$ cat src/rtl/i2s_rx_pkg.sv
`default_nettype none
// ============================================================================
// Module      : i2s_rx_pkg
// Description : Shared types and constants for the I2S receive path.
// Revision    : 1.0 - initial release
// ============================================================================
package i2s_rx_pkg;

  typedef enum logic {
    I2S_MODE = 1'b0,
    LJ_MODE  = 1'b1
  } i2s_mode_t;

  typedef enum logic [1:0] {
    IDLE      = 2'd0,
    WAIT_EDGE = 2'd1,
    RUN       = 2'd2
  } i2s_rx_state_t;

  localparam logic CH_LEFT  = 1'b0;
  localparam logic CH_RIGHT = 1'b1;

  // I2S marks the left channel with lrck low, left-justified with lrck high.
  function automatic logic map_channel(input logic lrck, input i2s_mode_t mode);
    if (mode == LJ_MODE) return lrck ? CH_LEFT : CH_RIGHT;
    return lrck ? CH_RIGHT : CH_LEFT;
  endfunction

endpackage
`default_nettype wire

$ cat src/rtl/i2s_pin_sync_module.sv
`default_nettype none
// ============================================================================
// Module      : i2s_pin_sync_module
// Description : Multi-stage synchroniser for the bck/lrck/dat pins with a
//               single-cycle rising-edge strobe for the synchronised bck.
// Revision    : 1.0 - initial release
// ============================================================================
module i2s_pin_sync_module #(
  parameter int SYNC_STAGES = 2
) (
  input  logic clk_i,
  input  logic rst_ni,
  input  logic bck_i,
  input  logic lrck_i,
  input  logic dat_i,
  output logic lrck_o,
  output logic dat_o,
  output logic bck_rise_o
);

  // Each stage holds {bck, lrck, dat}; index 0 is closest to the pins.
  logic [SYNC_STAGES-1:0][2:0] sync_q;
  logic                        bck_prev;

  // Shift the pin triplet through the synchroniser chain and keep the last bck.
  always_ff @(posedge clk_i or negedge rst_ni) begin
    if (!rst_ni) begin
      sync_q   <= '0;
      bck_prev <= 1'b0;
    end else begin
      sync_q   <= {sync_q[SYNC_STAGES-2:0], {bck_i, lrck_i, dat_i}};
      bck_prev <= sync_q[SYNC_STAGES-1][2];
    end
  end

  assign bck_rise_o = sync_q[SYNC_STAGES-1][2] & ~bck_prev;
  assign lrck_o     = sync_q[SYNC_STAGES-1][1];
  assign dat_o      = sync_q[SYNC_STAGES-1][0];

endmodule
`default_nettype wire

$ cat src/rtl/i2s_rx_stream_module.sv
`default_nettype none
// ============================================================================
// Module      : i2s_rx_stream_module
// Description : Oversampling I2S / left-justified receiver delivering channel
//               words on a single-entry valid/ready stream with overrun and
//               frame-length error reporting.
// Revision    : 1.0 - initial release
// ============================================================================
module i2s_rx_stream_module
  import i2s_rx_pkg::*;
#(
  parameter int DATA_RES    = 24,
  parameter int FRAME_RES   = 32,
  parameter int SYNC_STAGES = 2
) (
  input  logic                clk_i,
  input  logic                rst_ni,
  input  logic                en_i,
  input  logic                mode_i,
  input  logic                bck_i,
  input  logic                lrck_i,
  input  logic                dat_i,
  output logic [DATA_RES-1:0] data_o,
  output logic                ch_o,
  output logic                valid_o,
  input  logic                ready_i,
  output logic                ovr_o,
  output logic                ferr_o
);

  localparam int CNT_W = $clog2(FRAME_RES) + 1;

  logic                lrck_s;
  logic                dat_s;
  logic                bck_rise;

  i2s_rx_state_t       state;
  logic                prev_lrck;
  logic                have_prev;
  logic [CNT_W-1:0]    cnt;        // index of the bit sampled at the next bck rise
  logic [DATA_RES-1:0] shreg;
  i2s_mode_t           slot_mode;
  logic                commit;
  logic                commit_ch;
  logic [DATA_RES-1:0] commit_data;

  logic                lrck_edge;
  i2s_mode_t           eff_mode;
  logic [CNT_W-1:0]    idx_now;
  logic [CNT_W-1:0]    k;
  logic                k_ok;
  logic [DATA_RES-1:0] shreg_next;

  i2s_pin_sync_module #(
    .SYNC_STAGES (SYNC_STAGES)
  ) u_pin_sync (
    .clk_i      (clk_i),
    .rst_ni     (rst_ni),
    .bck_i      (bck_i),
    .lrck_i     (lrck_i),
    .dat_i      (dat_i),
    .lrck_o     (lrck_s),
    .dat_o      (dat_s),
    .bck_rise_o (bck_rise)
  );

  // An lrck edge only counts once a previous lrck sample exists, so a stale
  // reset value can never fake a slot boundary.
  assign lrck_edge = have_prev && (lrck_s != prev_lrck);

  // Work out where the current serial bit lands; a slot boundary restarts the
  // word at bit 0 using the freshly sampled mode.
  always_comb begin
    idx_now    = lrck_edge ? '0 : cnt;
    eff_mode   = lrck_edge ? i2s_mode_t'(mode_i) : slot_mode;
    shreg_next = lrck_edge ? '0 : shreg;
    if (eff_mode == LJ_MODE) begin
      k    = idx_now;
      k_ok = 32'(idx_now) < 32'(DATA_RES);
    end else begin
      k    = idx_now - CNT_W'(1);
      k_ok = (idx_now != '0) && (32'(k) < 32'(DATA_RES));
    end
    for (int b = 0; b < DATA_RES; b++) begin
      if (k_ok && (32'(k) == 32'(DATA_RES - 1 - b))) shreg_next[b] = dat_s;
    end
  end

  // Slot aligner: find the first lrck edge, then assemble and commit words.
  always_ff @(posedge clk_i or negedge rst_ni) begin
    if (!rst_ni) begin
      state       <= IDLE;
      prev_lrck   <= 1'b0;
      have_prev   <= 1'b0;
      cnt         <= '0;
      shreg       <= '0;
      slot_mode   <= I2S_MODE;
      commit      <= 1'b0;
      commit_ch   <= 1'b0;
      commit_data <= '0;
      ferr_o      <= 1'b0;
    end else begin
      commit <= 1'b0;
      if (bck_rise) prev_lrck <= lrck_s;
      if (!en_i) begin
        state     <= IDLE;
        have_prev <= 1'b0;
        cnt       <= '0;
        shreg     <= '0;
        ferr_o    <= 1'b0;
      end else begin
        if (bck_rise) have_prev <= 1'b1;
        case (state)
          IDLE: state <= WAIT_EDGE;
          WAIT_EDGE: begin
            if (bck_rise && lrck_edge) begin
              state     <= RUN;
              cnt       <= CNT_W'(1);
              shreg     <= shreg_next;
              slot_mode <= eff_mode;
            end
          end
          RUN: begin
            if (bck_rise) begin
              shreg <= shreg_next;
              if (lrck_edge) begin
                commit      <= 1'b1;
                commit_data <= shreg;
                commit_ch   <= map_channel(prev_lrck, slot_mode);
                cnt         <= CNT_W'(1);
                slot_mode   <= eff_mode;
              end else if (32'(cnt) >= 32'(FRAME_RES)) begin
                ferr_o <= 1'b1;
              end else begin
                cnt <= cnt + CNT_W'(1);
              end
            end
          end
          default: state <= IDLE;
        endcase
      end
    end
  end

  // Single-entry output register; a commit always wins over the held word.
  always_ff @(posedge clk_i or negedge rst_ni) begin
    if (!rst_ni) begin
      data_o  <= '0;
      ch_o    <= 1'b0;
      valid_o <= 1'b0;
      ovr_o   <= 1'b0;
    end else begin
      ovr_o <= 1'b0;
      if (commit) begin
        data_o  <= commit_data;
        ch_o    <= commit_ch;
        valid_o <= 1'b1;
        ovr_o   <= valid_o && !ready_i;
      end else if (valid_o && ready_i) begin
        valid_o <= 1'b0;
      end
    end
  end

endmodule
`default_nettype wire

$ cat config.mk
export PLATFORM = sky130hd
export DESIGN_NAME = i2s_rx_stream_module
export DESIGN_NICKNAME = d
export VERILOG_FILES = /design/src/rtl/i2s_rx_pkg.sv /design/src/rtl/i2s_pin_sync_module.sv /design/src/rtl/i2s_rx_stream_module.sv
export SDC_FILE = /design/constraint.sdc
export NUM_CORES = 1
export LEC_CHECK = 0
export CORE_MARGIN = 3
export CORE_UTILIZATION = 62
export DETAILED_ROUTE_END_ITERATION = 6
export PLACE_DENSITY = 0.85
export SLEW_MARGIN = 20
export SYNTH_ARGS = -nofsm -noshare
export SYNTH_HDL_FRONTEND = slang
export SYNTH_SLANG_ARGS = --single-unit
$ cat constraint.sdc
create_clock -name clk_i -period 3.2 [get_ports clk_i]
set_input_delay 0.64 -clock clk_i [delete_from_list [all_inputs] [get_ports clk_i]]
set_output_delay 0.64 -clock clk_i [all_outputs]
set_load 0.02 [all_outputs]
# Yosys cells after proc, flatten, opt, wreduce, memory -nomap -nowiden
# Index checks and enable logic that the tools add are counted.
# Widths: inputs -> output; s select.
# totals
elab_cells	172
regBits	96
# classes
magnitude_cmp	3
n_mux	69
addsub	2
bitwise_logic	2
eq_ne	38
n_reduce_logical	41
# ops
op	n
$mux 24	4
$mux 1	52
$eq 6x4->1 const B	8
$eq 6x5->1 const B	8
$pmux 24 s2	1
$mux 6	7
$logic_and 1x1->1	29
$eq 6x3->1 const B	4
$eq 6x2->1 const B	2
$lt 6x5->1 const B	2
$pmux 6 s2	1
$reduce_and 4->1	3
$ne 2x2->1 const B	5
$add 6x1->6 const B	1
$eq 6x1->1 const B	1
$ge 6x6->1 const B	1
$logic_not 6->1	1
$ne 2x1->1 const B	3
$ne 3x3->1 const B	2
$pmux 2 s3	1
$reduce_bool 6->1	1
$sub 6x1->6 const B	1
$reduce_and 5->1	1
$mux 2	2
other kinds (13)	14

# Logic depth before layout (Yosys ltp)
# depth
ltp_word	12
mapped_depth	9
ltp_nobuf	9

# Hierarchy
# A second synthesis with hierarchy kept.
# hier_totals
cells_unflattened	345
area_unflattened_um2	4169.0
# by_module_without_submodules
mod	cells_per_inst	seq_area_each_um2	area_each_um2	instances
i2s_rx_stream_module	337	2227.1	3980.1	1
i2s_pin_sync_module	8	175.2	188.9	1

# Worst setup path before layout
# OpenSTA, ideal clock, no wires.
# synth_timing
path_kind	flip-flop to flip-flop
startpoint	reg u_pin_sync.sync_q, in the netlist u_pin_sync.lrck_o
endpoint	reg shreg[11]
path_slack_ns	1.011
arrival_time_ns	2.054
path_stages_with_launch	9
synth_period_minus_slack_ns	2.189
n_path_buf	0
t_required_ns	3.065
cell_sequence	dfrtp_1 xor2_2 nand2_1 nand2_1 ha_1 a31oi_1 o41a_1 o211ai_1 o211ai_1
# synth_between
elab_chain_cells	12
elab_cells_between_ends	22
cone_classes	1 x add/sub; 2 x order compare; 3 x eq/ne; 10 x mux; 6 x reduce/logical
# synth_lines
item	line_no	source
start, declared	i2s_pin_sync_module.sv:22	logic [SYNC_STAGES-1:0][2:0] sync_q;
start signal, assigned	i2s_pin_sync_module.sv:31	sync_q <= {sync_q[SYNC_STAGES-2:0], {bck_i, lrck_i, dat_i}};
$ne 1x1->1 (*)	i2s_rx_stream_module.sv:69	assign lrck_edge = have_prev && (lrck_s != prev_lrck);
$logic_and 1x1->1 (*)	i2s_rx_stream_module.sv:69	
$mux 6	i2s_rx_stream_module.sv:74	idx_now = lrck_edge ? '0 : cnt;
$sub 6x1->6	i2s_rx_stream_module.sv:81	k = idx_now - CNT_W'(1);
$lt 6x5->1	i2s_rx_stream_module.sv:82	k_ok = (idx_now != '0) && (32'(k) < 32'(DATA_RES));
$logic_and 1x1->1	i2s_rx_stream_module.sv:82	
$mux 1	i2s_rx_stream_module.sv:77	if (eff_mode == LJ_MODE) begin
$logic_and 1x1->1	i2s_rx_stream_module.sv:85	if (k_ok && (32'(k) == 32'(DATA_RES - 1 - b))) shreg_next[b] = dat_s;
$mux 1	i2s_rx_stream_module.sv:85	
$mux 24 (on tied branches)	i2s_rx_stream_module.sv:124, i2s_rx_stream_module.sv:116	
$pmux 24 s2	i2s_rx_stream_module.sv:113	case (state)
$mux 24	i2s_rx_stream_module.sv:105	if (!en_i) begin
end signal, assigned	i2s_rx_stream_module.sv:119	shreg <= shreg_next;
end signal, assigned	i2s_rx_stream_module.sv:125	shreg <= shreg_next;
end, declared	i2s_rx_stream_module.sv:41	logic [DATA_RES-1:0] shreg;
# Mark *: on every way between the ends. The rest lies on a longest branch, timed or not. The select of a mux whose other input is x is not followed.
# A chain may end at the register's enable or synchronous reset.

# Final worst setup path
# Ends and elaborated chain as after synthesis.

==> flow_summary.yaml <==
status:
  run_status: "finished clean"
synthesis:
  syn-num-nets: 353
  yosysUniqueCellTypes: 56
  synth.ff_latch_count: 96
  yosysTopAreaCell: "sky130_fd_sc_hd__dfrtp_1"
  mappedNetlistArea_um2: 4220
  synth.top_cells.by_area: "sky130_fd_sc_hd__dfrtp_1 57%, sky130_fd_sc_hd__mux2_2 13%, sky130_fd_sc_hd__o211ai_1 5.3%"
  postSynthAreaPerCell_um2: 12.3
  part_of_the_yosys_area_used_for_sequential_elements_pct: 56.9
  yosys_warnings: 0
  synth_cells: 342
  yosysTopAreaCellShare_pct: 56.9
clock_tree:
  tritoncts_clock_tree: "yes"
  cts_num_sinks: 96
  clk_pin_slew_ns: 0.10
  cts_resized: 0
  cts_setup_buffers: 0
  cts.hold.buffers_added: 0
  tritoncts.num_buffers: 9
  clk_latency_ns: 0.38
  clk_root_buffer_cell: "sky130_fd_sc_hd__clkbuf_8"
  clockBufferDepth: 2
  ctsHtreeMaxLevel: 3
layout:
  stdcell_count: 460
  antenna-diode-count: 0
  layout.area.seq_um2: 2400
  drive_gt1_share_pct: 22.2
  n_fill_cell: 432
  multi_input_comb_area_um2: 1700
  area.growth.synth_to_final_pct: 13.7
  num-nets-final: 389
run:
  timing.max_cap.violations: 0
sta:
  slew_viol_final: 0
  maxSlewHeadroom_pct: 30.0
  timing.fmax_mhz: 404
  worst_pin_slew_ns: 1.05
  finalWorstPathRequiredPeriod_ns: 2.48
  report.final.hold_viol_count: 0
  rsz0062_at_grt: "false"
  crit_share_post_route_pct: 77.4
  setup_total_negative_slack_ns: 0
  skew_ns: 0.0135
  final-setup-viol-count: 0
placed_design:
  placement.io_buffers: 35
  globalplace.congestion: 0.887
  cell_count_after_placement: 444
  post-dp-hpwl_um: 5680
hold_path:
  worst_hold_path_type: "primary input to async pin"
route:
  iteration_0_drc_markers: 174
  postRouteAntennaNets: 0
  route.detailed.wl_per_inst_um: 18.1
  drc: 0
  detail_route.vias_per_cell: 6.32
  detailedRoute.firstPassIterationCount: 4
  detailroute.via_count: 2908
  totalWireLength_um: 8310
global_route:
  largest_net_degree_at_the_start_of_global_routing: 76
  grt_pass1_wl_um: 14000
  globalRouteTotalUtil_pct: 23.5
  grt_antenna_before_repair: 0
  first_global_vias: 2912
  globalRouteOverflowTotal: 0
floorplanning:
  num_rows: 29
  num_io_pins: 36
  height_of_the_die_um: 88.5
  floorplan.initialDensity_pct: 65.3
  floorplan.die_area_um2: 7830
  die_width_um: 88.5
  core_area_um2: 6460
power_and_ir_drop:
  power.density_nw_per_um2: 453
  leakage_uw: 0.00216
  max-vdd-ir-drop_uv: 337
setup_path:
  critPathMaxFanout: 8
  path_class: "flop to flop"
  cp-end-kind: "flop"
  regToRegSetupSlack_ns: 0.72
  cp-start-kind: "flop"
  worst_flop_to_flop_path_endpoint: "shreg[11]$_DFFE_PN0P_"
  critPathArrivalTime_ns: 2.73
  reg2reg_from: "u_pin_sync.lrck_o$_DFF_PN0_"
  r2r.worst_path.cells: 8
  timing.critical_path.to: "shreg[11]$_DFFE_PN0P_"
  cp_data_required_time_ns: 3.45
  startpoint: "u_pin_sync.lrck_o$_DFF_PN0_"
## stage by stage
stage	cell area [um2]	power, uW	util, %	hold slack, ns	worst slack [ns]
6_report	4800	2170	74.3	0.136	0.723
5_1_grt	4800	2250	74.3	0.151	0.598
4_1_cts	4800	2170	74.3	0.149	0.768
3_5_place_dp	4610	1440	71.4	0.336	0.767
3_3_place_gp	4610	1430	71.4	0.334	0.832
2_1_floorplan	4220	1370	-	0.331	1.01
## kinds of logic (layout without fill, tap and decap cells)
kind of cell             after synthesis  after routing  synth area share (%)
XOR/XNOR                               3              3                 0.979
AO/OA/AOI/OAI                         90             90                  15.0
multiplexers                          50             50                  13.3
AND/OR/NAND/NOR                       79             79                  10.2
buffers and inverters                 21             62                  2.70
adder cells (fa/ha/maj)                3              3                 0.890
flip-flops                            96             96                  56.9
## placed cells by master (no fill, tap or decap), drive strengths merged, types with 4 or more instances in the layout
cell	synthesis	routed
nand3	7	7
nor2b	5	5
inv	8	13
nand2	28	28
nor3	6	6
mux2	49	49
nor2	9	9
nand2b	6	6
o211ai	30	30
o21ai	30	30
clkbuf	4	9
a21oi	8	8
dfrtp	96	96
buf	9	4
clkdlybuf4s50	0	34
## critical path: stages, from the launching register on
cell and delay [ns]:
sky130_fd_sc_hd__dfrtp_1 0.46, sky130_fd_sc_hd__xor2_2 0.22, sky130_fd_sc_hd__nand2_1 0.18, sky130_fd_sc_hd__nand2_1 0.10, sky130_fd_sc_hd__ha_1 0.37, sky130_fd_sc_hd__a31oi_1 0.12, sky130_fd_sc_hd__o41a_1 0.58, sky130_fd_sc_hd__o211ai_1 0.22
sky130_fd_sc_hd__o211ai_1 0.11
## Yosys cell counts, drive strengths merged
master	instances
a22oi	1
nand3	7
o21ai	30
xnor2	2
a31oi	2
a311oi	1
nor3b	1
o41a	1
nor3	6
clkbuf	4
o22ai	1
mux2i	1
and3	3
a41oi	2
buf	9
or3	2
xor2	1
nor2	9
dfrtp	96
o2111ai	1
or2	1
a22o	1
o31a	1
ha	3
a21boi	2
o31ai	2
o21bai	1
inv	8
nand2	28
or4	1
nor4b	1
o32ai	1
nand4b	3
nor4	2
a21oi	8
mux2	49
and2	1
nand4	3
nor2b	5
a21o	3
nand2b	6
o41ai	2
o211ai	30
## routing by layer
metal	vias to the layer above	track usage [%]	routed length, um
met3	26	5.87	400
met5	-	0	0
met1	1450	30.0	3540
li1	1345	-	-
met2	87	37.5	4120
met4	0	11.7	247
## power by group
group	leakage, uW	switching [uW]	internal, uW
logic	0.000753	121	54.8
registers	0.00131	18.9	1220
clock network	0.0000929	456	298
## how the worst min path moves through the flow
stage	from	endpoint	slack (ns)	cells past startpoint
after floorplan	u_pin_sync.sync_q[0]$_DFF_PN0_	u_pin_sync.dat_o$_DFF_PN0_	0.33	0
after global placement	u_pin_sync.sync_q[0]$_DFF_PN0_	u_pin_sync.dat_o$_DFF_PN0_	0.33	0
after detailed placement	u_pin_sync.sync_q[2]$_DFF_PN0_	u_pin_sync.sync_q[5]$_DFF_PN0_	0.34	0
after CTS	rst_ni	data_o[20]$_DFFE_PN0P_	0.15	1
after global routing	rst_ni	commit_data[3]$_DFFE_PN0P_	0.15	1
final	rst_ni	data_o[19]$_DFFE_PN0P_	0.14	1
## state kept, by name, summed over array words and instances, names as in the netlist
name,cells
commit_data,24
data_o,24
shreg,24
cnt,6
u_pin_sync.sync_q,4
state,2
ch_o,1
commit,1
commit_ch,1
ferr_o,1
have_prev,1
ovr_o,1
prev_lrck,1
slot_mode,1
u_pin_sync.bck_prev,1
u_pin_sync.dat_o,1
u_pin_sync.lrck_o,1
valid_o,1
## area by class of cell
| cell class | instances | share of cell area, % |
|---|---|---|
| timing repair buffer | 38 | 7.98 |
| clock inverter | 7 | 1.23 |
| multi-input combinational | 225 | 35.5 |
| clock buffer | 9 | 2.58 |
| inverter | 8 | 0.626 |
| tap | 77 | 2.01 |
| sequential | 96 | 50.1 |
Power figures use the tool's default switching activity.
